[config.mk]
export PLATFORM = sky130hd
export DESIGN_NAME = instr_fetch_flat
export DESIGN_NICKNAME = d
export VERILOG_FILES = /design/src/rtl/instr_fetch_pkg.sv /design/src/rtl/instr_fetch_if.sv /design/src/rtl/instr_fetch_pc_reg.sv /design/src/rtl/instr_fetch.sv /design/src/flat_wrapper.sv
export SDC_FILE = /design/constraint.sdc
export NUM_CORES = 1
export LEC_CHECK = 0
export CORE_MARGIN = 2
export CORE_UTILIZATION = 30
export CTS_CLUSTER_SIZE = 16
export DETAILED_ROUTE_END_ITERATION = 16
export DONT_BUFFER_PORTS = 1
export GPL_ROUTABILITY_DRIVEN = 0
export PLACE_DENSITY = 0.44
export SLEW_MARGIN = 20
export SYNTH_ARGS = -nofsm -noshare
export SYNTH_HDL_FRONTEND = slang
export SYNTH_SLANG_ARGS = --single-unit
[constraint.sdc]
create_clock -name clk -period 4.6 [get_ports clk]
set_input_delay 0.69 -clock clk [delete_from_list [all_inputs] [get_ports clk]]
set_output_delay 0.69 -clock clk [all_outputs]
set_load 0.005 [all_outputs]
[src/rtl/instr_fetch_pkg.sv]
// Shared types and constants for the instruction-fetch stage.
package fetch_pkg;

  typedef enum logic [1:0] {
    IDLE  = 2'd0,
    WAIT  = 2'd1,
    DRAIN = 2'd2
  } state_t;

  localparam int unsigned PC_INC    = 4;
  localparam logic [31:0] INSTR_NOP = 32'h0000_0000;

endpackage

[src/rtl/instr_fetch_if.sv]
// Instruction-memory request/ready port; master is the fetch stage, slave is the memory.
interface instr_fetch_if #(
  parameter int PC_WIDTH    = 64,
  parameter int INSTR_WIDTH = 32
);
  logic                   imem_req;
  logic [PC_WIDTH-1:0]    imem_addr;
  logic                   imem_ready;
  logic [INSTR_WIDTH-1:0] imem_rdata;

  modport master (output imem_req, output imem_addr, input imem_ready, input imem_rdata);
  modport slave  (input imem_req, input imem_addr, output imem_ready, output imem_rdata);
endinterface

[src/rtl/instr_fetch_pc_reg.sv]
// Program counter: reset value, word-aligned redirect load, +4 advance on capture.
module fetch_pc_reg
  import fetch_pkg::*;
#(
  parameter int                  PC_WIDTH = 64,
  parameter logic [PC_WIDTH-1:0] RESET_PC = '0
) (
  input  logic                clk,
  input  logic                reset,
  input  logic                load,
  input  logic                inc,
  input  logic [PC_WIDTH-1:0] target,
  output logic [PC_WIDTH-1:0] pc
);

  always_ff @(posedge clk) begin
    if (!reset) begin
      pc <= RESET_PC;
    end else if (load) begin
      pc <= target & ~PC_WIDTH'(3);
    end else if (inc) begin
      pc <= pc + PC_WIDTH'(PC_INC);
    end
  end

endmodule

[src/rtl/instr_fetch.sv]
// Fetch stage: owns the PC, drives the imem request port and the registered IF/ID output slot.
module instr_fetch
  import fetch_pkg::*;
#(
  parameter int                  PC_WIDTH    = 64,
  parameter int                  INSTR_WIDTH = 32,
  parameter logic [PC_WIDTH-1:0] RESET_PC    = '0
) (
  input  logic                   clk,
  input  logic                   reset,
  input  logic                   PC_Write,
  input  logic                   Branch_Taken,
  input  logic [PC_WIDTH-1:0]    Branch_Target,
  instr_fetch_if.master          imem,
  output logic [INSTR_WIDTH-1:0] Instruction,
  output logic [PC_WIDTH-1:0]    PC_Out,
  output logic                   Fetch_Valid
);

  state_t              state, state_nxt;
  logic [PC_WIDTH-1:0] pc, req_addr, req_addr_nxt, fetch_addr;
  logic                fetch_req, slot_ok, capture;

  fetch_pc_reg #(.PC_WIDTH(PC_WIDTH), .RESET_PC(RESET_PC)) u_pc (
    .clk    (clk),
    .reset  (reset),
    .load   (Branch_Taken),
    .inc    (capture),
    .target (Branch_Target),
    .pc     (pc)
  );

  always_comb begin
    slot_ok      = !Fetch_Valid || PC_Write;
    state_nxt    = state;
    req_addr_nxt = req_addr;
    fetch_req    = 1'b0;
    fetch_addr   = pc;
    capture      = 1'b0;
    case (state)
      IDLE: begin
        fetch_req = slot_ok;
        if (fetch_req && !imem.imem_ready) begin
          // A redirect here still leaves a live request that must be drained.
          state_nxt    = Branch_Taken ? DRAIN : WAIT;
          req_addr_nxt = pc;
        end else if (fetch_req) begin
          capture = !Branch_Taken;
        end
      end
      WAIT: begin
        fetch_req  = 1'b1;
        fetch_addr = req_addr;
        if (imem.imem_ready) begin
          state_nxt = IDLE;
          capture   = !Branch_Taken;
        end else if (Branch_Taken) begin
          state_nxt = DRAIN;
        end
      end
      DRAIN: begin
        fetch_req  = 1'b1;
        fetch_addr = req_addr;
        if (imem.imem_ready) state_nxt = IDLE;
      end
      default: state_nxt = IDLE;
    endcase
    if (!reset) fetch_req = 1'b0;
  end

  assign imem.imem_req  = fetch_req;
  assign imem.imem_addr = fetch_addr;

  always_ff @(posedge clk) begin
    if (!reset) begin
      state       <= IDLE;
      req_addr    <= '0;
      Fetch_Valid <= 1'b0;
      Instruction <= INSTR_WIDTH'(INSTR_NOP);
      PC_Out      <= '0;
    end else begin
      state    <= state_nxt;
      req_addr <= req_addr_nxt;
      if (Branch_Taken) begin
        Fetch_Valid <= 1'b0;
      end else if (capture) begin
        Fetch_Valid <= 1'b1;
        Instruction <= imem.imem_rdata;
        PC_Out      <= fetch_addr;
      end else if (PC_Write) begin
        Fetch_Valid <= 1'b0;
      end
    end
  end

endmodule

[src/flat_wrapper.sv]
// flat-port wrapper written by rule: the top's interface ports become plain ports
module instr_fetch_flat import fetch_pkg::*;
#(
  parameter int                  PC_WIDTH    = 64,
  parameter int                  INSTR_WIDTH = 32,
  parameter logic [PC_WIDTH-1:0] RESET_PC    = '0
)
  (clk, reset, PC_Write, Branch_Taken, Branch_Target, Instruction, PC_Out, Fetch_Valid, imem_imem_req, imem_imem_addr, imem_imem_ready, imem_imem_rdata);
  instr_fetch_if #(.PC_WIDTH(PC_WIDTH), .INSTR_WIDTH(INSTR_WIDTH)) imem_i ();
  input  logic clk;
  input  logic reset;
  input  logic PC_Write;
  input  logic Branch_Taken;
  input  logic [PC_WIDTH-1:0] Branch_Target;
  output logic [INSTR_WIDTH-1:0] Instruction;
  output logic [PC_WIDTH-1:0] PC_Out;
  output logic Fetch_Valid;
  output wire logic [$bits(imem_i.imem_req)-1:0] imem_imem_req;
  output wire logic [$bits(imem_i.imem_addr)-1:0] imem_imem_addr;
  input wire logic [$bits(imem_i.imem_ready)-1:0] imem_imem_ready;
  input wire logic [$bits(imem_i.imem_rdata)-1:0] imem_imem_rdata;
  assign imem_imem_req = imem_i.imem_req;
  assign imem_imem_addr = imem_i.imem_addr;
  assign imem_i.imem_ready = imem_imem_ready;
  assign imem_i.imem_rdata = imem_imem_rdata;
  instr_fetch #(.PC_WIDTH(PC_WIDTH), .INSTR_WIDTH(INSTR_WIDTH), .RESET_PC(RESET_PC)) u_core (.clk(clk), .reset(reset), .PC_Write(PC_Write), .Branch_Taken(Branch_Taken), .Branch_Target(Branch_Target), .imem(imem_i), .Instruction(Instruction), .PC_Out(PC_Out), .Fetch_Valid(Fetch_Valid));
endmodule
### Yosys cells after proc, flatten, opt, wreduce, memory -nomap -nowiden

Index checks and enable logic that the tools add are counted.

* bits in registers: 227
* bits of input ports: 101
* output and inout bits: 162
* logic and storage cells: 45

* add/sub/neg operators: 1
* equality and inequality tests: 5
* muxes and demuxes: 17
* bitwise logic cells: 2
* reduce and logical (&&, ||, !) cells: 13

Operators with widths (count)
* 64-bit two-way mux: 3
* 64-bit by 3-bit adder with 64-bit output, second input constant: 1
* 2-bit two-way mux: 5
* 1-bit two-way mux: 6
* 2-bit one-hot mux with 3 select lines: 1
* 1-bit one-hot mux with 2 select lines: 2
* 2-bit AND reduction: 2
* 2-bit nonzero test: 2
* 2-bit OR reduction: 2
* 1-bit zero test: 3
* 3-bit inequality test, second input constant: 1
* 3-bit AND reduction: 1
* 2-bit by 1-bit equality test with 1-bit output, second input constant: 1
* 2-bit equality test, second input constant: 1
* 2-bit zero test: 1
* 2-bit by 1-bit inequality test with 1-bit output, second input constant: 1
* 2-bit inequality test, second input constant: 1
* 1-bit inverter: 2
* 1-bit logical AND: 1
* 1-bit logical OR: 1

### Longest topological paths before layout

Gate-level depths: netlist of run 1.

* word-level depth: 7
* depth in mapped cells: 10
* depth with buffers taken out: 7

### By module

A second synthesis of run 1 with hierarchy kept.

* cell total of the unflattened synthesis: 1272
* area total of the unflattened synthesis: 10776.6 sq um

By module, submodules not included
* instr_fetch: instances 1, cells an instance 796, area each 6951.7 sq um, seq. area each 3263.1 sq um
* fetch_pc_reg: instances 1, cells an instance 476, area each 3824.9 sq um, seq. area each 1241.2 sq um

### Least setup slack after synthesis of run 1

No wires, ideal clock.

* path type: input to register
* start point: in PC_Write
* end point: reg u_core.u_pc.pc[63]
* library setup time: 132 ps
* data arrival time: 2446 ps
* required time: 4468 ps
* setup slack: 2022 ps
* stages on the path: 8
* buffers on the path: 3
* cell sequence: nand2b_1 -> clkbuf_1 -> a31oi_1 -> clkbuf_1 -> nor4_2 -> buf_2 -> a31oi_1 -> or3b_2

* cells in the longest elaborated chain, start to end: 5
* elaborated cells on any way between the ends: 6
* those cells by class: mux (3); reduce/logical (3)

RTL lines
* start, declared: line flat_wrapper.sv:12 `input logic PC_Write;`
* 1-bit logical OR *: line instr_fetch.sv:34 `slot_ok = !Fetch_Valid || PC_Write;`
* 1-bit two-way mux or 1-bit logical AND (tied branches): line instr_fetch.sv:47, instr_fetch.sv:43
* 1-bit two-way mux *: line instr_fetch.sv:43 `if (fetch_req && !imem.imem_ready) begin`
* 1-bit one-hot mux with 2 select lines *: line instr_fetch.sv:40 `case (state)`
* 2-bit nonzero test (no source line) *
* end signal, assigned: line instr_fetch_pc_reg.sv:20 `pc <= target & ~PC_WIDTH'(3);`
* end signal, assigned: line instr_fetch_pc_reg.sv:22 `pc <= pc + PC_WIDTH'(PC_INC);`
* end, declared: line instr_fetch_pc_reg.sv:13 `output logic [PC_WIDTH-1:0] pc`

Mark *: on every way between the ends. The rest lies on a longest branch, timed or not.
A chain may end at the register's enable or synchronous reset.

### Worst setup path in the final report of run 1

* start point: reg u_core.state[0]
* end point: out imem_imem_req

* cells in the longest elaborated chain, start to end: 4
* elaborated cells on any way between the ends: 6
* those cells by class: eq/ne (2); mux (2); reduce/logical (2)

RTL lines
* start, declared: line instr_fetch.sv:20 `state_t state, state_nxt;`
* start signal, assigned: line instr_fetch.sv:82 `state <= state_nxt;`
* 2-bit by 1-bit equality test with 1-bit output or 2-bit equality test (tied branches): line instr_fetch.sv:40
* 2-bit OR reduction (no source line)
* 1-bit one-hot mux with 2 select lines *: line instr_fetch.sv:40
* 1-bit two-way mux *: line instr_fetch.sv:68 `if (!reset) fetch_req = 1'b0;`
* end, declared: line flat_wrapper.sv:18 `output wire logic [$bits(imem_i.imem_req)-1:0] imem_imem_req;`

Marked as above.

==> results of run 1 <==
-- power by group through the flow --
stage | clock network, uW | registers (uW) | logic, uW
after floorplan | 0 | 2140 | 529
after global placement | 0 | 2190 | 691
after detailed placement | 0 | 2200 | 697
after CTS | 2380 | 2160 | 698
after global routing | 2460 | 2170 | 759
final | 2310 | 2150 | 677
-- cell usage after synthesis, drive strengths merged (19+ instances only) --
cell | count | area share
nor4 | 24 | 0.015
nor3 | 25 | 0.012
o21ai | 54 | 0.027
nor2 | 35 | 0.013
buf | 19 | 0.0093
nand4 | 28 | 0.018
nand2 | 364 | 0.13
a211oi | 21 | 0.016
nand3 | 21 | 0.010
dfxtp | 221 | 0.44
clkbuf | 84 | 0.032
a21oi | 174 | 0.086
mux2 | 56 | 0.062
-- flip-flops by register name, indices dropped and copies added (netlist names) --
name                flops
u_core.PC_Out          62
u_core.state            2
u_core.u_pc.pc         62
u_core.req_addr        62
u_core.Fetch_Valid      1
u_core.Instruction     32
-- worst paths after layout --
kind,startpoint,to,slack (ns),cells past startpoint
max,u_core.state[0]$_SDFFE_PN0P_,imem_imem_req,1.37,4
min,imem_imem_rdata[20],u_core.Instruction[20]$_SDFFE_PN0P_,0.28,2
min reg2reg,u_core.req_addr[57]$_SDFFE_PN0P_,u_core.req_addr[57]$_SDFFE_PN0P_,0.45,2
max reg2reg,u_core.u_pc.pc[2]$_SDFFE_PN0P_,u_core.u_pc.pc[54]$_SDFFE_PN0P_,1.46,6
-- routing by layer --
layer	routed length (um)	vias to the layer above
met5	11	-
met4	423	2
met3	2720	37
met2	15800	227
met1	14600	4249
li1	-	4412
-- stage by stage --
| step | util | area [um2] | total power [uW] |
|---|---|---|---|
| after floorplan | - | 10100 | 2670 |
| after CTS | 0.342 | 11400 | 5230 |
| after global routing | 0.342 | 11400 | 5390 |
| final | 0.342 | 11400 | 5150 |
| after global placement | 0.312 | 10400 | 2890 |
| after detailed placement | 0.312 | 10400 | 2890 |
-- area by class of cell --
cell class,instances,area [um2],share of cell area
antenna,4,10.0,0.000876
clock inverter,13,159,0.0139
clock buffer,39,832,0.0728
sequential,221,4420,0.387
multi-input combinational,963,5310,0.464
inverter,11,46.3,0.00405
timing repair buffer,12,90.1,0.00788
tap,448,561,0.0491
-- critical path: cells and delay by family (launching register included) --
family                   cells  cell delay [ns]
flip-flops                   1             0.39
AO/OA/AOI/OAI                1             0.11
buffers and inverters        1             0.11
AND/OR/NAND/NOR              1             0.47
adder cells (fa/ha/maj)      1             0.92
-- cells by family after synthesis --
logic type                 after synthesis
DFF                                    221
buffers and inverters                  114
xor gates and xnor gates                22
other                                    1
AOI/OAI and AO/OA                      297
and+or+nand+nor                        577
adders and majority gates                5
muxes                                   58
==> results.cfg, run 1 <==
[outcome]
outcome = finished, final reports clean

[final_layout]
syn_to_final_growth_pct = 12.8
n_fill_cell = 3591
fin_cells = 1711
final_cell_mix = 363 x nand2_1, 221 x dfxtp_1, 174 x a21oi_1
finalNetCount = 1343
final_common_cell = nand2_1
drive_gt1_frac = 0.108

[worst_setup_path]
cp_cell_sequence = inv_1 > ha_4 > a21oi_1 > nor3_1
crit_path_top_delay_cell = ha_4
end_kind = output port
path_class = reg2out
arrival_ns = 2.54
start_kind = flip-flop
slowest_delay_ns = 0.92
critPathMaxFanout = 69
cp_data_required_time_ns = 3.91

[grt]
grt_overflow = 0
grtUsageMet2 = 0.307
grt_first_pass_wirelength_mm = 51.8
use_met1 = 0.237
grt_pass1_vias = 8596
grt_max_degree = 86
grtUsageTotal = 0.185
grt_use_met3 = 0.0565
busiest_layer = met2
antenna_found_initial = 5

[sta]
final-setup-viol-count = 0
fmax_mhz = 309
worstMarginPinSlew_ns = 1.01
min_period_ns = 3.23
hold_viol = 0
timing.final.ws_setup_ns = 1.37
finClkSkew_ns = 0.00982
holdWs_ns = 0.275
fin_crit_sh = 0.703
maxSlewHeadroom = 0.322
setup_tns_ns = 0
rsz0062_at_grt = no
slew_violations = 0

[drt]
num_vias = 8927
detail-route-antenna-nets = 0
wl_per_cell_um = 19.6
via_per_inst = 5.22
drtPass1Iterations = 5
drt_iter0_drc = 499
drt_drc_violations_left = 0
wirelength_mm = 33.5

[logic_synthesis]
yosys.area_share.simple = 0.262
ys.warnings.count = 0
yosys.area_share.xor_xnor = 0.0190
synth_top_family_by_area = simple AND/OR/NAND/NOR gates
ys.flop_type = dfxtp_1
synth_compound_area_frac = 0.167
netlist_area_mm2 = 0.0101
avgSynthCellArea_um2 = 7.82
async_reset_ff_frac = 0
muxShareOfSynthArea = 0.0642
synth_cell_types = 58
synth_fa_ha_area_frac = 0.00618
synthesis.instances = 1295
synth-edff-count = 0
seq_area_frac_synth = 0.437
synth_seq_cells = 221

[power]
sw_frac_of_total = 0.283
pwr-share-seq = 0.418
p_sw_uw = 1460
pwr-share-clk = 0.450
p_leak_uw = 0.00370
internal_power_uw = 3690
combPwrFrac = 0.132
power_density_mw_per_mm2 = 450
ir_worst_vdd_mv = 0.294

[clock_tree]
clockBufferDepth = 3
htree_num_levels = 1
clockRootBuffer = clkbuf_16
cts_resized = 0
cts_tree = yes
clock_sinks = 221
clk_latency_ns = 0.54
ctsHoldBuffers = 0
cts.clk_slew.worst_paths_ns = 0.06
post-cts-setup-buffers = 0
cts_buffers = 28

[placed_design]
pre_cts_ws_ns = 1.42
numPortBuffers = 0
dp_cells = 1655
place_hpwl_mm = 22.4

[worst_hold_path]
hold_class = in2reg

[floorplan]
row_count = 67
io_pins = 263
start_util = 0.304
die_x_um = 188
coreArea_mm2 = 0.0334
die_h_um = 188
die-area_mm2 = 0.0352

[run]
drv_cap = 0
(Power assumes the default switching activity.)
==> run 2: changes to the inputs <==
==> constraint.sdc (replaced) <==
create_clock -name clk -period 3.19 [get_ports clk]
set_input_delay 0.4785 -clock clk [delete_from_list [all_inputs] [get_ports clk]]
set_output_delay 0.4785 -clock clk [all_outputs]
set_load 0.005 [all_outputs]
==> run 2 against run 1 <==
Via count increased by 1.7%. Hold slack got worse by 0.20 ns. Setup slack got worse by 0.96 ns. Non-clock buffer count is 20 higher. Cell area up 1.5%. Register-to-register slack got worse by 1.0 ns. Die area unchanged. Sequential share of layout area down 0.56 points. Final cell count up 0.99%.
==> results.cfg, run 2 (same netlist as run 1, synthesis figures left out) <==
[final_layout]
reg_top3 = u_core.PC_Out: 62 flops, u_core.req_addr: 62 flops, u_core.u_pc.pc: 62 flops
finalNetCount = 1363
final_common_cell = nand2_1
syn_to_final_growth_pct = 14.5
multi_input_comb_area_mm2 = 0.00530
final_cell_mix = 363 x nand2_1, 221 x dfxtp_1, 174 x a21oi_1
n_fill_cell = 3566
drive_gt1_frac = 0.118
seq_area_mm2 = 0.00442

[grt]
grtUsageMet2 = 0.304
use_met1 = 0.232
antenna_found_initial = 7
grtUsageTotal = 0.182
busiest_layer = met2
grt_first_pass_wirelength_mm = 51.4
grt_use_met3 = 0.0552
grt_max_degree = 92
grt_pass1_vias = 8517
grt_overflow = 0

[floorplan]
start_util = 0.304
die-area_mm2 = 0.0352
die_h_um = 188
row_count = 67
io_pins = 263
coreArea_mm2 = 0.0334
die_x_um = 188

[worst_setup_path]
path_class = reg2out
rrSetupSlack_ns = 0.46
r2r_start = u_core.u_pc.pc[2]$_SDFFE_PN0P_
endpoint = imem_imem_addr[53]
cp_cell_sequence = inv_1 > ha_4 > buf_12 > mux2_2
critPathMaxFanout = 44
start_kind = flip-flop
end_kind = output port
crit_path_top_delay_cell = ha_4
slowest_delay_ns = 0.53
path_depth = 4
r2r_end = u_core.u_pc.pc[54]$_SDFFE_PN0P_
critPathBufInv = 2
cp_data_required_time_ns = 2.71
cp-startpoint = u_core.state[0]$_SDFFE_PN0P_
arrival_ns = 2.31
rr_worst_depth = 6
critical_path.top_delay_family = adder cells

[clock_tree]
post-cts-setup-buffers = 0
clockBufferDepth = 3
cts_resized = 0
cts_buffers = 28
clk_latency_ns = 0.54
clockRootBuffer = clkbuf_16
clock_sinks = 221
cts.clk_slew.worst_paths_ns = 0.06
htree_num_levels = 1
ctsHoldBuffers = 0
cts_tree = yes

[placed_design]
numPortBuffers = 0
place_hpwl_mm = 23.2
pre_cts_ws_ns = 0.446

[outcome]
outcome = finished, final reports clean

[drt]
drt_iter0_drc = 610
wirelength_mm = 33.8
detail-route-antenna-nets = 0
drt_drc_violations_left = 0
via_per_inst = 5.26
num_vias = 9081
wl_per_cell_um = 19.5
drtPass1Iterations = 5

[worst_hold_path]
hold_start = imem_imem_rdata[24]
hold_class = in2reg

[sta]
min_period_ns = 2.79
rsz0062_at_grt = no
setup_tns_ns = 0
hold_viol = 0
slew_violations = 0
worstMarginPinSlew_ns = 0.641
fin_crit_sh = 0.874
maxSlewHeadroom = 0.568
final-setup-viol-count = 0
finClkSkew_ns = 0.0180
timing.final.ws_setup_ns = 0.403
fmax_mhz = 359

[power]
p_leak_uw = 0.00380
power_density_mw_per_mm2 = 635
ir_worst_vdd_mv = 0.358

[run]
drv_cap = 0
==> run 2: area by class of cell <==
cell class	instances	share of cell area
sequential	221	0.382
multi-input combinational	963	0.457
timing repair buffer	32	0.0261
inverter	11	0.00399
clock buffer	41	0.0734
clock inverter	8	0.00852
tap	448	0.0483
antenna	4	0.000863
==> run 2: worst min path at each step <==
| stage | to | cells past startpoint |
|---|---|---|
| CTS | u_core.Instruction[24]$_SDFFE_PN0P_ | 2 |
| finish | u_core.Instruction[24]$_SDFFE_PN0P_ | 2 |
| floorplan | u_core.req_addr[10]$_SDFFE_PN0P_ | 2 |
| global placement | u_core.req_addr[33]$_SDFFE_PN0P_ | 2 |
| global route | u_core.Instruction[30]$_SDFFE_PN0P_ | 2 |
| detailed placement | u_core.req_addr[9]$_SDFFE_PN0P_ | 2 |
==> run 2: worst reg2reg max path, cell delays in order (launching register included) <==
cell     delay [ns]
dfxtp_1        0.33
ha_1           0.26
nand3_1        0.14
or4_1          0.62
or3_1          0.51
or3_1          0.50
a211o_1        0.28
==> run 2: layer usage <==
metal | up-vias | wire length (um)
li1 | 4452 | -
met1 | 4327 | 14700
met2 | 255 | 15900
met3 | 41 | 2610
met4 | 6 | 554
met5 | - | 41
==> run 2: stage by stage <==
step	power (uW)	util	area [um2]	cells	hold WS, ns
global route	7700	0.347	11600	1726	0.0487
CTS	7490	0.347	11600	1724	0.0444
global placement	4200	0.319	10600	1675	0.438
detailed placement	4210	0.319	10600	1675	0.444
finish	7360	0.348	11600	1728	0.0717
floorplan	3860	-	10100	1298	0.433
==> run 2: where the power goes <==
group	total [uW]	switching, uW	internal [uW]
Clock	3230	1240	1990
Sequential	3090	165	2930
Combinational	1040	663	372
